==> src/rtl/spi_pkg.sv <==
// spi_pkg: state encoding and default parameters shared by the SPI slave stages
package spi_pkg;
  typedef enum logic {IDLE, SHIFT} spi_state_t;
  localparam int SPI_WIDTH = 8;
  localparam logic [SPI_WIDTH-1:0] SPI_IDLE_TX = '1;
endpackage

==> src/rtl/spi_edge_det.sv <==
// spi_edge_det: rise/fall strobes of an already-synchronised signal
module spi_edge_det (
  input  logic clk,
  input  logic resetn,
  input  logic sig,
  output logic rise,
  output logic fall
);
  logic prev;
  always_ff @(posedge clk or negedge resetn)
    if (!resetn) prev <= 1'b0;
    else prev <= sig;
  assign rise = sig & ~prev;
  assign fall = ~sig & prev;
endmodule

==> src/rtl/spi_slave_core.sv <==
// spi_slave_core: mode-0 SPI slave, MSB first, with rx/tx word handshakes
module spi_slave_core
  import spi_pkg::*;
#(
  parameter int WIDTH = SPI_WIDTH,
  parameter logic [WIDTH-1:0] IDLE_TX = '1
) (
  input  logic             clk,
  input  logic             resetn,
  input  logic             sck_in,
  input  logic             mosi_in,
  input  logic             cs_n_in,
  output logic             miso_out,
  output logic [WIDTH-1:0] rx_data,
  output logic             rx_valid,
  input  logic             rx_ready,
  input  logic [WIDTH-1:0] tx_data,
  input  logic             tx_valid,
  output logic             tx_ready,
  output logic             overrun,
  output logic             underrun
);
  localparam int CW = $clog2(WIDTH);
  spi_state_t state, state_nx;
  logic rise, fall, start, active, word_end, load, done;
  logic [CW-1:0] cnt;
  logic [WIDTH-1:0] rx_sr, tx_sr, rx_word, tx_sr_nx;
  spi_edge_det u_sck (
    .clk(clk),
    .resetn(resetn),
    .sig(sck_in),
    .rise(rise),
    .fall(fall)
  );
  always_ff @(posedge clk or negedge resetn)
    if (!resetn) state <= IDLE;
    else state <= state_nx;
  always_comb begin
    state_nx = cs_n_in ? IDLE : SHIFT;
    start    = state == IDLE && !cs_n_in;
    active   = state == SHIFT && !cs_n_in;
    word_end = active && rise && cnt == CW'(WIDTH - 1);
    // done marks that the next sck fall closes a word and reloads instead of shifting
    load     = start || (active && fall && done);
    rx_word  = {rx_sr[WIDTH-2:0], mosi_in};
    tx_sr_nx = cs_n_in ? IDLE_TX :
               load ? (tx_valid ? tx_data : IDLE_TX) :
               (active && fall) ? {tx_sr[WIDTH-2:0], 1'b1} : tx_sr;
  end
  always_ff @(posedge clk or negedge resetn)
    if (!resetn) begin
      cnt      <= '0;
      done     <= 1'b0;
      rx_sr    <= '0;
      tx_sr    <= IDLE_TX;
      miso_out <= 1'b1;
      rx_data  <= '0;
      rx_valid <= 1'b0;
      tx_ready <= 1'b0;
      overrun  <= 1'b0;
      underrun <= 1'b0;
    end else begin
      tx_ready <= load && tx_valid;
      underrun <= load && !tx_valid;
      overrun  <= word_end && rx_valid && !rx_ready;
      tx_sr    <= tx_sr_nx;
      miso_out <= cs_n_in | tx_sr_nx[WIDTH-1];
      if (cs_n_in) begin
        cnt  <= '0;
        done <= 1'b0;
      end else if (active && rise) begin
        rx_sr <= rx_word;
        cnt   <= word_end ? '0 : cnt + CW'(1);
        done  <= word_end;
      end else if (load) done <= 1'b0;
      if (word_end && !(rx_valid && !rx_ready)) begin
        rx_data  <= rx_word;
        rx_valid <= 1'b1;
      end else if (rx_valid && rx_ready) rx_valid <= 1'b0;
    end
endmodule
==> config.mk <==
export PLATFORM = sky130hd
export DESIGN_NAME = spi_slave_core
export DESIGN_NICKNAME = d
export VERILOG_FILES = /design/src/rtl/spi_pkg.sv /design/src/rtl/spi_edge_det.sv /design/src/rtl/spi_slave_core.sv
export SDC_FILE = /design/constraint.sdc
export NUM_CORES = 1
export LEC_CHECK = 0
export ABC_AREA = 0
export ABC_CLOCK_PERIOD_IN_PS = 1500
export CAP_MARGIN = 0
export CELL_PAD_IN_SITES_DETAIL_PLACEMENT = 0
export CELL_PAD_IN_SITES_GLOBAL_PLACEMENT = 1
export CORE_MARGIN = 1
export CORE_UTILIZATION = 30
export CTS_CLUSTER_SIZE = 30
export DETAILED_ROUTE_END_ITERATION = 8
export MAX_ROUTING_LAYER = met4
export PLACE_DENSITY = 0.61
export SLEW_MARGIN = 20
export SYNTH_ARGS = -nofsm -noshare
export SYNTH_HDL_FRONTEND = slang
export SYNTH_HIERARCHICAL = 1
export SYNTH_SLANG_ARGS = --single-unit
export TNS_END_PERCENT = 100
==> constraint.sdc <==
create_clock -name clk -period 1.5 [get_ports clk]
set_input_delay 0.15 -clock clk [delete_from_list [all_inputs] [get_ports clk]]
set_output_delay 0.15 -clock clk [all_outputs]
set_load 0.01 [all_outputs]
# Word-level counts from Yosys, hierarchy flattened
# Cells that the tools add are included.
[classes]
add_sub_neg = 1
multipliers = 0
div_mod_pow = 0
order_cmp = 0
eq_ne = 1
shifts = 0
n_mux = 13
bitwise = 7
reduce_logical = 23
[op_table]
columns = ["cell", "count"]
rows = [
  ["2-to-1 mux 8 bit", 4],
  ["logical AND 1 bit", 13],
  ["2-to-1 mux 3 bit", 3],
  ["2-to-1 mux 1 bit", 6],
  ["nonzero test 3 bit", 2],
  ["logical NOT 1 bit", 4],
  ["NOT 1 bit", 4],
  ["nonzero test 2 bit", 2],
  ["adder 3 x 1 -> 3 bit (second input constant)", 1],
  ["equality test 3 bit (second input constant)", 1],
  ["bitwise AND 1 bit", 2],
  ["AND reduction 2 bit", 1],
  ["logical OR 1 bit", 1],
  ["bitwise OR 1 bit", 1],
]
[word_totals]
register_bits = 34
latchBits = 0
ram_bits = 0
romBits = 0
output_inout_bits = 13
word_cells = 58
n_memories = 0

# Logic depth before layout (Yosys ltp)
# Gate-level depths: netlist (run 1).
[depth]
word_depth = 8
ltp_mapped = 5
ltp_nobuf = 4

# Cells and area by module
# The synthesis (run 1) kept the hierarchy.
[by_module_without_submodules]
columns = ["module", "instances", "cells_per_inst", "area_per_inst_um2", "seq_area_each_um2"]
rows = [
  ["spi_slave_core", 1, 124, 1341.3, 810.8],
  ["spi_edge_det", 1, 3, 40.0, 25.0],
]

# Least setup slack after synthesis (run 1)
# No wires, ideal clock.
[synth_path]
path_type = "reg2reg"
from = "reg cnt[0]"
to = "reg rx_data[0]"
arrival_time_ns = 1.239
t_required_ns = 1.375
slack_ns = 0.136
path_stages_with_launch = 5
n_path_buf = 0
period_less_slack_ns = 1.364
cell_sequence = "dfrtp_1 ha_1 ha_1 nand3_4 mux2_2"
[synth_via]
elab_chain_len = 3
[synth_rtl]
columns = ["item", "line_no", "source"]
rows = [
  ["from (decl)", "spi_slave_core.sv:26", "logic [CW-1:0] cnt;"],
  ["from (signal assigned)", "spi_slave_core.sv:73", "cnt <= word_end ? '0 : cnt + CW'(1);"],
  ["equality test 3 bit", "spi_slave_core.sv:42", "word_end = active && rise && cnt == CW'(WIDTH - 1);"],
  ["logical AND 1 bit", "spi_slave_core.sv:42", ""],
  ["logical AND 1 bit", "spi_slave_core.sv:76", "if (word_end && !(rx_valid && !rx_ready)) begin"],
  ["to (signal assigned)", "spi_slave_core.sv:77", "rx_data <= rx_word;"],
  ["to (decl)", "spi_slave_core.sv:14", "output logic [WIDTH-1:0] rx_data,"],
]
# Every way passes these cells.
# A chain may end at the register's enable or synchronous reset.

# Worst setup path after layout (run 1)
[layout_path]
from = "reg cnt[0]"
to = "reg rx_data[7]"
# Same word-level chain as after synthesis.

==> flow_summary.ini, run 1 <==
[final_layout]
fillers = 406
fin_nets = 185
diodes = 0
fin_area_um2 = 1892
area_delta_synth_final_pct = 36.96
drive_above_1_share = 0.2426

[timing]
slew_viol_final = 0
min_period_over_period = 0.9543
period_needed_ns = 1.431
setup_ws_ns = 0.06854
setup_violations = 0
max_freq_mhz = 698.6
hold_viol = 0
fin_skew_ns = 0.005347
rsz0062_at_grt = false
tightest_slew_ns = 0.3435
maxSlewHeadroom = 0.7692

[worst_setup_path]
critPathMaxFanout = 8
critical-path-max-stage-delay_ns = 0.40
start_kind = register
path_cells = ha_1 -> ha_2 -> nand3_4 -> mux2_2
required_ns = 1.67
crit_buf_inv = 0
crit_path_start = cnt[0]
crit_type = reg -> reg
cpMaxStageDelayCell = dfrtp_1
cp-end-kind = register
reg2reg_from = cnt[0]
rrSetupSlack_ns = 0.07
cp.arrival_ns = 1.60
path_delay_family = adder cells

[clocking]
clk_latency_ns = 0.28
cts_buffers = 5
cts_sinks = 33
cts_buffer_depth = 2
cts_tree = built
clock-root-buffer = clkbuf_8
postCtsSetupRepairBufs = 0
clk_transition_reported_paths_ns = 0.07
h-tree-depth = 2
cts_hold_buf = 0

[detailed_routing]
first_iter_violations = 18
vias = 1052
wl_mm = 2.918
drc = 0
via_per_inst = 4.760
postRouteAntennaNets = 0
first_pass_iters = 4
routedWlPerCell_um = 13.20

[floorplan]
die_w_um = 69.86
boundaryPins = 28
dieArea_um2 = 4880
core_um2 = 4384
row_count = 24
die_height_um = 69.86
start_util = 0.3151

[place]
place_congestion = 0.7511
portBuffers = 27
placed_cell_area_um2 = 1785
hpwl_mm = 2.007
post-place-ws_ns = -0.2030

[global_route]
antenna_found_initial = 0
first_global_vias = 1107
grt_remaining_overflow = 0
grtUsageTotal = 0.1421
grt_max_degree = 34
grt_pass1_wl_mm = 5.292

[worst_hold_path]
hp-class = in -> async

[synth]
netlist_top_cells_area = dfrtp_1 45%, dfstp_2 15%, nand2_1 8.4%
ys_seq_area_frac = 0.6051
yosys.area.top_type_share = 0.4529
syn_inst = 127
syn-num-nets = 144
synth-main-ff-cell = dfrtp_1
ys_types = 28
ys_seq_elements = 33
synth_edf_count = 0
yosys_warnings = 6
async_flop_share = 1.000
yosysMostFrequentCell = nand2_1
yosysTopAreaCell = dfrtp_1
synthesis.area_um2 = 1381
netlist_top_cells_count = 31 x nand2_1, 25 x dfrtp_1
synth_area_per_cell_um2 = 10.88

[outcome]
status = completed

[pwr]
p_leak_nw = 0.8697
power.density_nw_per_um2 = 1005
vdd_ir_drop_max_v = 0.0004878

[job]
drv_cap = 0
## through the flow
step / utilization / std cells / hold WS, ns / total power, mW / TNS (ns)
after floorplan: - / 127 / -0.1456 / 1.071 / 0
after global placement: 0.4072 / 213 / 0.4607 / 1.178 / -2.808
after detailed placement: 0.4072 / 213 / 0.4607 / 1.183 / -3.013
after CTS: 0.4301 / 221 / 0.2378 / 1.930 / 0
after global routing: 0.4315 / 221 / 0.2452 / 1.993 / 0
final: 0.4315 / 221 / 0.2258 / 1.902 / 0
## flip-flops by register name (all words and copies together), names as in the netlist, 3 cells and up
name and cells:
rx_data 8, tx_sr 8, rx_sr 7, cnt 3
## timing repair
item                                    in CTS  in global routing
endpoints found under the setup margin       1                  8
pin swaps                                    0                  1
resized for setup                            1                  3
## path summary, 6_finish.rpt
path	end	cells after the start
worst max-delay path	rx_data[7]	4
min in group clk	u_sck/prev	1
max in group asynchronous	tx_sr[0]	2
worst max register to register	rx_data[7]	4
worst min-delay path	tx_ready	2
worst min register to register	rx_sr[6]	2
## per-layer routing
| layer | wire length (um) | track usage |
|---|---|---|
| met1 | 1325 | 0.1706 |
| met2 | 1431 | 0.2212 |
| met3 | 149 | 0.05339 |
| met4 | 11 | 0.04667 |
| met5 | 0 | - |
## cells in the final DEF (no fill, tap or decap), types with 2 or more instances in the layout
cell,instances
nand3_1,3
nor3_1,2
a31oi_1,6
a21oi_1,2
dfrtp_1,25
nand2_1,31
nand2b_1,3
inv_1,5
mux2_2,8
clkbuf_8,7
nor2_1,8
o21ai_0,8
buf_4,9
clkdlybuf4s50_1,26
dfstp_2,8
## power breakdown
part	total [mW]	internal, mW	switching (mW)
combinational	0.169	0.0890	0.0804
clock	0.736	0.415	0.322
sequential	0.996	0.955	0.0408
## area by class of cell
cell class	instances	area [um^2]	area share
clock buffers	7	96.34	0.05093
clock inverters	1	5.005	0.002646
repair buffers	37	356.6	0.1885
well taps	52	65.06	0.03439
flip-flops and latches	33	835.8	0.4418
multi-input cells	86	514.2	0.2718
inverters	5	18.77	0.009921
## cells by family (layout without fill, tap and decap cells)
group / count (synthesis) / after routing / share of synthesized area
DFF: 33 / 33 / 0.6051
buffers and inverters: 8 / 50 / 0.02718
and+or+nand+nor: 56 / 56 / 0.2002
muxes: 8 / 8 / 0.06522
adders and majority gates: 2 / 2 / 0.01811
AOI/OAI and AO/OA: 20 / 20 / 0.08425
No activity file was read; power rests on OpenSTA's default activity.
==> run 2: changes to the inputs <==
--- a/config.mk
+++ b/config.mk
@@ -12,13 +12,12 @@
 export CELL_PAD_IN_SITES_GLOBAL_PLACEMENT = 1
 export CORE_MARGIN = 1
 export CORE_UTILIZATION = 30
+export CTS_BUF_LIST = sky130_fd_sc_hd__clkbuf_2 sky130_fd_sc_hd__clkbuf_4 sky130_fd_sc_hd__clkbuf_8
 export CTS_CLUSTER_SIZE = 30
 export DETAILED_ROUTE_END_ITERATION = 8
 export MAX_ROUTING_LAYER = met4
-export PLACE_DENSITY = 0.61
-export SLEW_MARGIN = 20
+export PLACE_DENSITY = 0.59
 export SYNTH_ARGS = -nofsm -noshare
 export SYNTH_HDL_FRONTEND = slang
-export SYNTH_HIERARCHICAL = 1
 export SYNTH_SLANG_ARGS = --single-unit
 export TNS_END_PERCENT = 100
==> run 2 against run 1 <==
  * The run now ends with design-rule violations left
  * Critical path depth is the same
  * Synthesized cell count fell by 12%
  * Wire length fell by 2.0%
  * Via count is 4.3% lower
  * Clock skew is essentially flat
  * Clock power is 35% higher
  * Synthesized area increased by 4.5%
  * Sequential share of layout area down 1.8 points
  * Sequential cell count unchanged
  * Highest routed layer unchanged
==> flow_summary.ini, run 2 <==
[worst_setup_path]
cp-end-kind = register
crit_path_start = cnt[0]
required_ns = 1.67
critPathMaxFanout = 8
reg2reg_from = cnt[0]
ff2ff_path_depth = 4
r2r-end = rx_data[6]
start_kind = register
cp-endpoint = rx_data[6]
crit_type = reg -> reg
cp.arrival_ns = 1.60
rrSetupSlack_ns = 0.07

[clocking]
clk_latency_ns = 0.28
postCtsSetupRepairBufs = 0
h-tree-depth = 2
cts_tree = built
cts_buffer_depth = 2
cts_buffers = 5
clk_transition_reported_paths_ns = 0.07
clock-root-buffer = clkbuf_8
cts_sinks = 33
cts_resized = 0
cts_hold_buf = 0

[global_route]
antenna_found_initial = 0
first_global_vias = 1003
grtUsageTotal = 0.1262
grt_max_degree = 34
grt_pass1_wl_mm = 4.698
grt_remaining_overflow = 0

[synth]
yosysMostFrequentCell = dfrtp_1
syn-num-nets = 129
yosysTopAreaCell = dfrtp_1
synth_area_per_cell_um2 = 12.89
netlist_top_cells_area = dfrtp_1 43%, dfstp_2 15%, mux2_4 8.3%
synthesis.area_um2 = 1444
yosys_warnings = 0
netlist_top_cells_count = 25 x dfrtp_1, 8 x dfstp_2, 8 x mux2_4
synth_edf_count = 0
yosys.area.top_type_share = 0.4333
async_flop_share = 1.000
syn_inst = 112
ys_seq_area_frac = 0.5789
ys_types = 30
ys_seq_elements = 33
synth-main-ff-cell = dfrtp_1

[floorplan]
dieArea_um2 = 5094
start_util = 0.3227
row_count = 24
die_w_um = 71.38
core_um2 = 4474
boundaryPins = 28
die_height_um = 71.38

[timing]
max_freq_mhz = 699.0
fin_tns_setup_ns = 0
period_needed_ns = 1.431
setup_violations = 0
hold_viol = 0
maxSlewHeadroom = 0.7169
min_period_over_period = 0.9538
slew_viol_final = 0
tightest_slew_ns = 0.4247
fin_skew_ns = 0.005075
rsz0062_at_grt = false

[detailed_routing]
drc = 4
wl_mm = 2.859
first_iter_violations = 44
routedWlPerCell_um = 13.95
postRouteAntennaNets = 0
first_pass_iters = 6
vias = 1007
via_per_inst = 4.912

[pwr]
p_int_mw = 1.759
seqPwrFrac = 0.462
power.density_nw_per_um2 = 1126
power.total_mw = 2.224
power_frac_comb = 0.092
clockPowerShare = 0.446
power_switching_uw = 464.7
swShare = 0.2090
p_leak_nw = 0.8801
vdd_ir_drop_max_v = 0.0006088

[place]
portBuffers = 27
hpwl_mm = 1.925
place_congestion = 0.7818

[final_layout]
diodes = 0
mostFrequentLayoutCell = clkdlybuf4s50_1
fin_nets = 169
mostFrequentLayoutCells = 26 x clkdlybuf4s50_1, 25 x dfrtp_1, 13 x buf_4
area_delta_synth_final_pct = 36.74
largestRegisters = rx_data: 8 flops, tx_sr: 8 flops, rx_sr: 7 flops
fillers = 407
drive_above_1_share = 0.3072

[outcome]
status = finished, violations left
violations = design-rule violations

[worst_hold_path]
hp-class = in -> async

[job]
drv_cap = 0
[run 2: cell families (layout without fill, tap and decap cells)]
group / Yosys count / in the layout / share of synthesized area
and+or+nand+nor: 35 / 35 / 0.1430
DFF: 33 / 33 / 0.5789
AOI/OAI and AO/OA: 18 / 18 / 0.08580
muxes: 16 / 16 / 0.1456
buffers and inverters: 8 / 49 / 0.02946
adders and majority gates: 2 / 2 / 0.01733
[run 2: how the worst min path moves through the flow]
| stage | startpoint | endpoint | slack (ns) | cells after the start |
|---|---|---|---|---|
| 2_1_floorplan | resetn | cnt[0] | -0.15 | 0 |
| 3_3_place_gp | tx_sr[2] | tx_sr[3] | 0.50 | 2 |
| 3_5_place_dp | rx_data[5] | rx_data[5] | 0.49 | 1 |
| 4_1_cts | resetn | tx_ready | 0.29 | 2 |
| 5_1_grt | resetn | tx_ready | 0.30 | 2 |
| 6_report | resetn | underrun | 0.27 | 2 |
[run 2: area by class of cell]
class,count,area [um^2],area share
clock buffer,5,68.82,0.03485
sequential,33,835.8,0.4233
inverter,1,3.754,0.001901
multi-input combinational,71,565.5,0.2864
tap,52,65.06,0.03295
clock inverter,3,65.06,0.03295
timing repair buffer,40,370.4,0.1876
[run 2: per-layer routing]
metal	GRT usage	vias to the layer above	wire length, um
met3	0.04782	4	144
met5	-	-	0
met2	0.1852	25	1256
li1	-	490	-
met1	0.1558	488	1425
met4	0.05333	0	33
[run 2: power groups by stage]
stage                     Combinational [mW]  Clock (mW)  Sequential [mW]
after floorplan                        0.109           0             1.03
after global placement                 0.203           0             1.04
after detailed placement               0.208           0             1.04
after CTS                              0.209        1.02             1.03
after global routing                   0.226        1.06             1.04
final                                  0.205       0.991             1.03
[run 2: critical path: stages (launching register included)]
cell	delay [ns]
dfrtp_1	0.40
ha_1	0.21
ha_1	0.22
nand3_4	0.16
mux2_4	0.32
[run 2: stage by stage]
stage	utilization	instances	area, um^2	hold slack, ns	worst slack [ns]
2_1_floorplan	-	112	1444	-0.1456	0.1215
3_3_place_gp	0.4108	197	1838	0.4952	-0.1677
3_5_place_dp	0.4108	197	1838	0.4931	-0.1651
4_1_cts	0.4407	205	1972	0.2862	0.004722
5_1_grt	0.4413	205	1974	0.3015	0.000009659
6_report	0.4413	205	1974	0.2700	0.06928
==> run 3: changes to the inputs <==
--- a/config.mk
+++ b/config.mk
@@ -7,7 +7,6 @@
 export LEC_CHECK = 0
 export ABC_AREA = 0
 export ABC_CLOCK_PERIOD_IN_PS = 1500
-export CAP_MARGIN = 0
 export CELL_PAD_IN_SITES_DETAIL_PLACEMENT = 0
 export CELL_PAD_IN_SITES_GLOBAL_PLACEMENT = 1
 export CORE_MARGIN = 1
==> results of run 3 <==
Final layout, timing and power as in run 2 (identical DEF).
==> variant (settings of run 2) <==
Make the reset (`resetn`) synchronous in 3 clocked blocks.
--- a/src/rtl/spi_edge_det.sv
+++ b/src/rtl/spi_edge_det.sv
@@ -9,3 +9,3 @@
   logic prev;
-  always_ff @(posedge clk or negedge resetn)
+  always_ff @(posedge clk)
     if (!resetn) prev <= 1'b0;
--- a/src/rtl/spi_slave_core.sv
+++ b/src/rtl/spi_slave_core.sv
@@ -34,3 +34,3 @@
   );
-  always_ff @(posedge clk or negedge resetn)
+  always_ff @(posedge clk)
     if (!resetn) state <= IDLE;
@@ -49,3 +49,3 @@
   end
-  always_ff @(posedge clk or negedge resetn)
+  always_ff @(posedge clk)
     if (!resetn) begin
Check against the original RTL: differs if resetn is asserted again (counterexample within 4 cycles, from zero or initial values and one cycle with resetn low); with resetn held inactive, the same outputs for 10 cycles.
==> variant against run 2 <==
- cell area decreased by 4.6%
- die area decreased by 3.5%
- wire length increased by 12%
- sequential cell count unchanged
- core utilization decreased by 1.5 points
- worst setup slack improved by 0.049 ns
- synthesized area decreased by 3.6%
- power decreased by 21%
- critical endpoint is now rx_data[3]$_SDFFE_PN0P_
- largest cell class is now multi-input gates
==> variant: results (changes against run 2) <==
share of layout cells above drive strength 1 12.7% (-18 points); Worst VDD drop 0.000313 V (-49%); largest net degree at the start of global routing 27 (-21%); crit-path max FO 4 (-4); Syn Nets 170 (+32%); Async SR Flop Fraction 0% (-100 points); DP HPWL 2.25 mm (+17%); origin of the critical flop-to-flop path cnt[0]$_SDFFE_PP0P_; drt via density 4.85 (-1.3%); hold buffers post-CTS 0 (unchanged); global-route wire length before repair 5.51 mm (+17%); Worst-Margin Slew 0.353 ns (-0.0719 ns); TritonRoute pass-1 iters 4 (-2); initial antenna violation count 0 (unchanged); switching power total 0.392 mW (-16%); Tot GR Track Use 14.8% (+2.2 points); Primary FF master, synth dfxtp_1; status finished clean; CP max stage cell dfxtp_2; synth unique cells 29 (-3.3%); Clock Path Buffers 2 (unchanged); Leak 0.656 nW (-26%); nets@finish 205 (+21%); clock skew 0.00557 ns (+0.000492 ns); synth top area cells dfxtp_1 47%, nand2_1 9.7%, mux2i_1 6.5%; number of global-route vias before repair 1151 (+15%); Avg WL per Cell 13.3 microns (-4.5%); biggest regs rx_data x8, rx_sr x7, tx_sr x7; Final Wtd Congestion 0.726 (-7.2%); Fillers 439 (+7.9%); post-synthesis sequential area ratio 47.5% (-10 points); worst hold start rx_data[0]$_SDFFE_PN0P_; H-Tree Level Count 2 (unchanged); dpl ws -0.0855 ns (+0.0797 ns); Commonest cells post-synth 36 x nand2_1, 33 x dfxtp_1, 9 x mux2i_1; worst min path class reg2reg; First DRT Iteration DRCs 58 (+32%); crit-path max cell delay 0.34 ns (-0.06 ns)
## variant: changes by cell type after synthesis, moves of 8 or more
cell,before,now
dfxtp_1,0,33
nand2_1,5,36
dfrtp_1,25,0
mux2i_1,0,9
dfstp_2,8,0
mux2_4,8,0
## variant: path summary, 6_finish.rpt
kind | depth (start not counted) | slack (ns) | end
worst max register to register | 6 | 0.12 | rx_data[3]$_SDFFE_PN0P_
worst max-delay path | 6 | 0.12 | rx_data[3]$_SDFFE_PN0P_
worst min register to register | 2 | 0.45 | rx_data[0]$_SDFFE_PN0P_
worst min-delay path | 2 | 0.45 | rx_data[0]$_SDFFE_PN0P_
## variant: logic make-up after synthesis
logic type                 after synthesis  synth area share (%)
and+or+nand+nor                         67                  25.9
buffers and inverters                   14                  4.50
AOI/OAI and AO/OA                       28                  13.8
muxes                                    9                  6.48
DFF                                     33                  47.5
adders and majority gates                2                  1.80
## variant: cell type report
type | instances | area, sq um | share of cell area (%)
Tap cell | 52 | 65.1 | 3.46
Multi-Input combinational cell | 106 | 671 | 35.6
Timing Repair Buffer | 37 | 365 | 19.4
Sequential cell | 33 | 662 | 35.1
Clock inverter | 1 | 5.00 | 0.266
Clock buffer | 7 | 96.3 | 5.12
Inverter | 5 | 18.8 | 0.997
## variant: power groups by stage
stage / registers, mW / clock network, mW / logic [mW]
5_1_grt: 0.899 / 0.821 / 0.145
4_1_cts: 0.898 / 0.768 / 0.135
3_5_place_dp: 0.918 / 0 / 0.134
2_1_floorplan: 0.917 / 0 / 0.0623
3_3_place_gp: 0.917 / 0 / 0.132
6_report: 0.898 / 0.736 / 0.133
## variant: through the flow
| step | utilization [%] | instance area (sq um) | instances |
|---|---|---|---|
| 2_1_floorplan | - | 1390 | 153 |
| 3_3_place_gp | 40.1 | 1770 | 233 |
| 3_5_place_dp | 40.1 | 1770 | 233 |
| 4_1_cts | 42.4 | 1870 | 241 |
| 5_1_grt | 42.7 | 1880 | 241 |
| 6_report | 42.7 | 1880 | 241 |
## variant: critical path: cells and delay by family, from the launching register on
family                     cells  cell delay [ns]
DFF                            1             0.34
adders and majority gates      2             0.34
buffers and inverters          2             0.23
and+or+nand+nor                1             0.21
muxes                          1             0.18
## variant: layer usage
metal | vias to the layer above | GRT usage [%] | wire length [microns]
li1 | 600 | - | -
met1 | 537 | 19.4 | 1650
met2 | 27 | 21.5 | 1370
met3 | 4 | 4.91 | 152
met4 | 0 | 4.67 | 34
met5 | - | - | 0
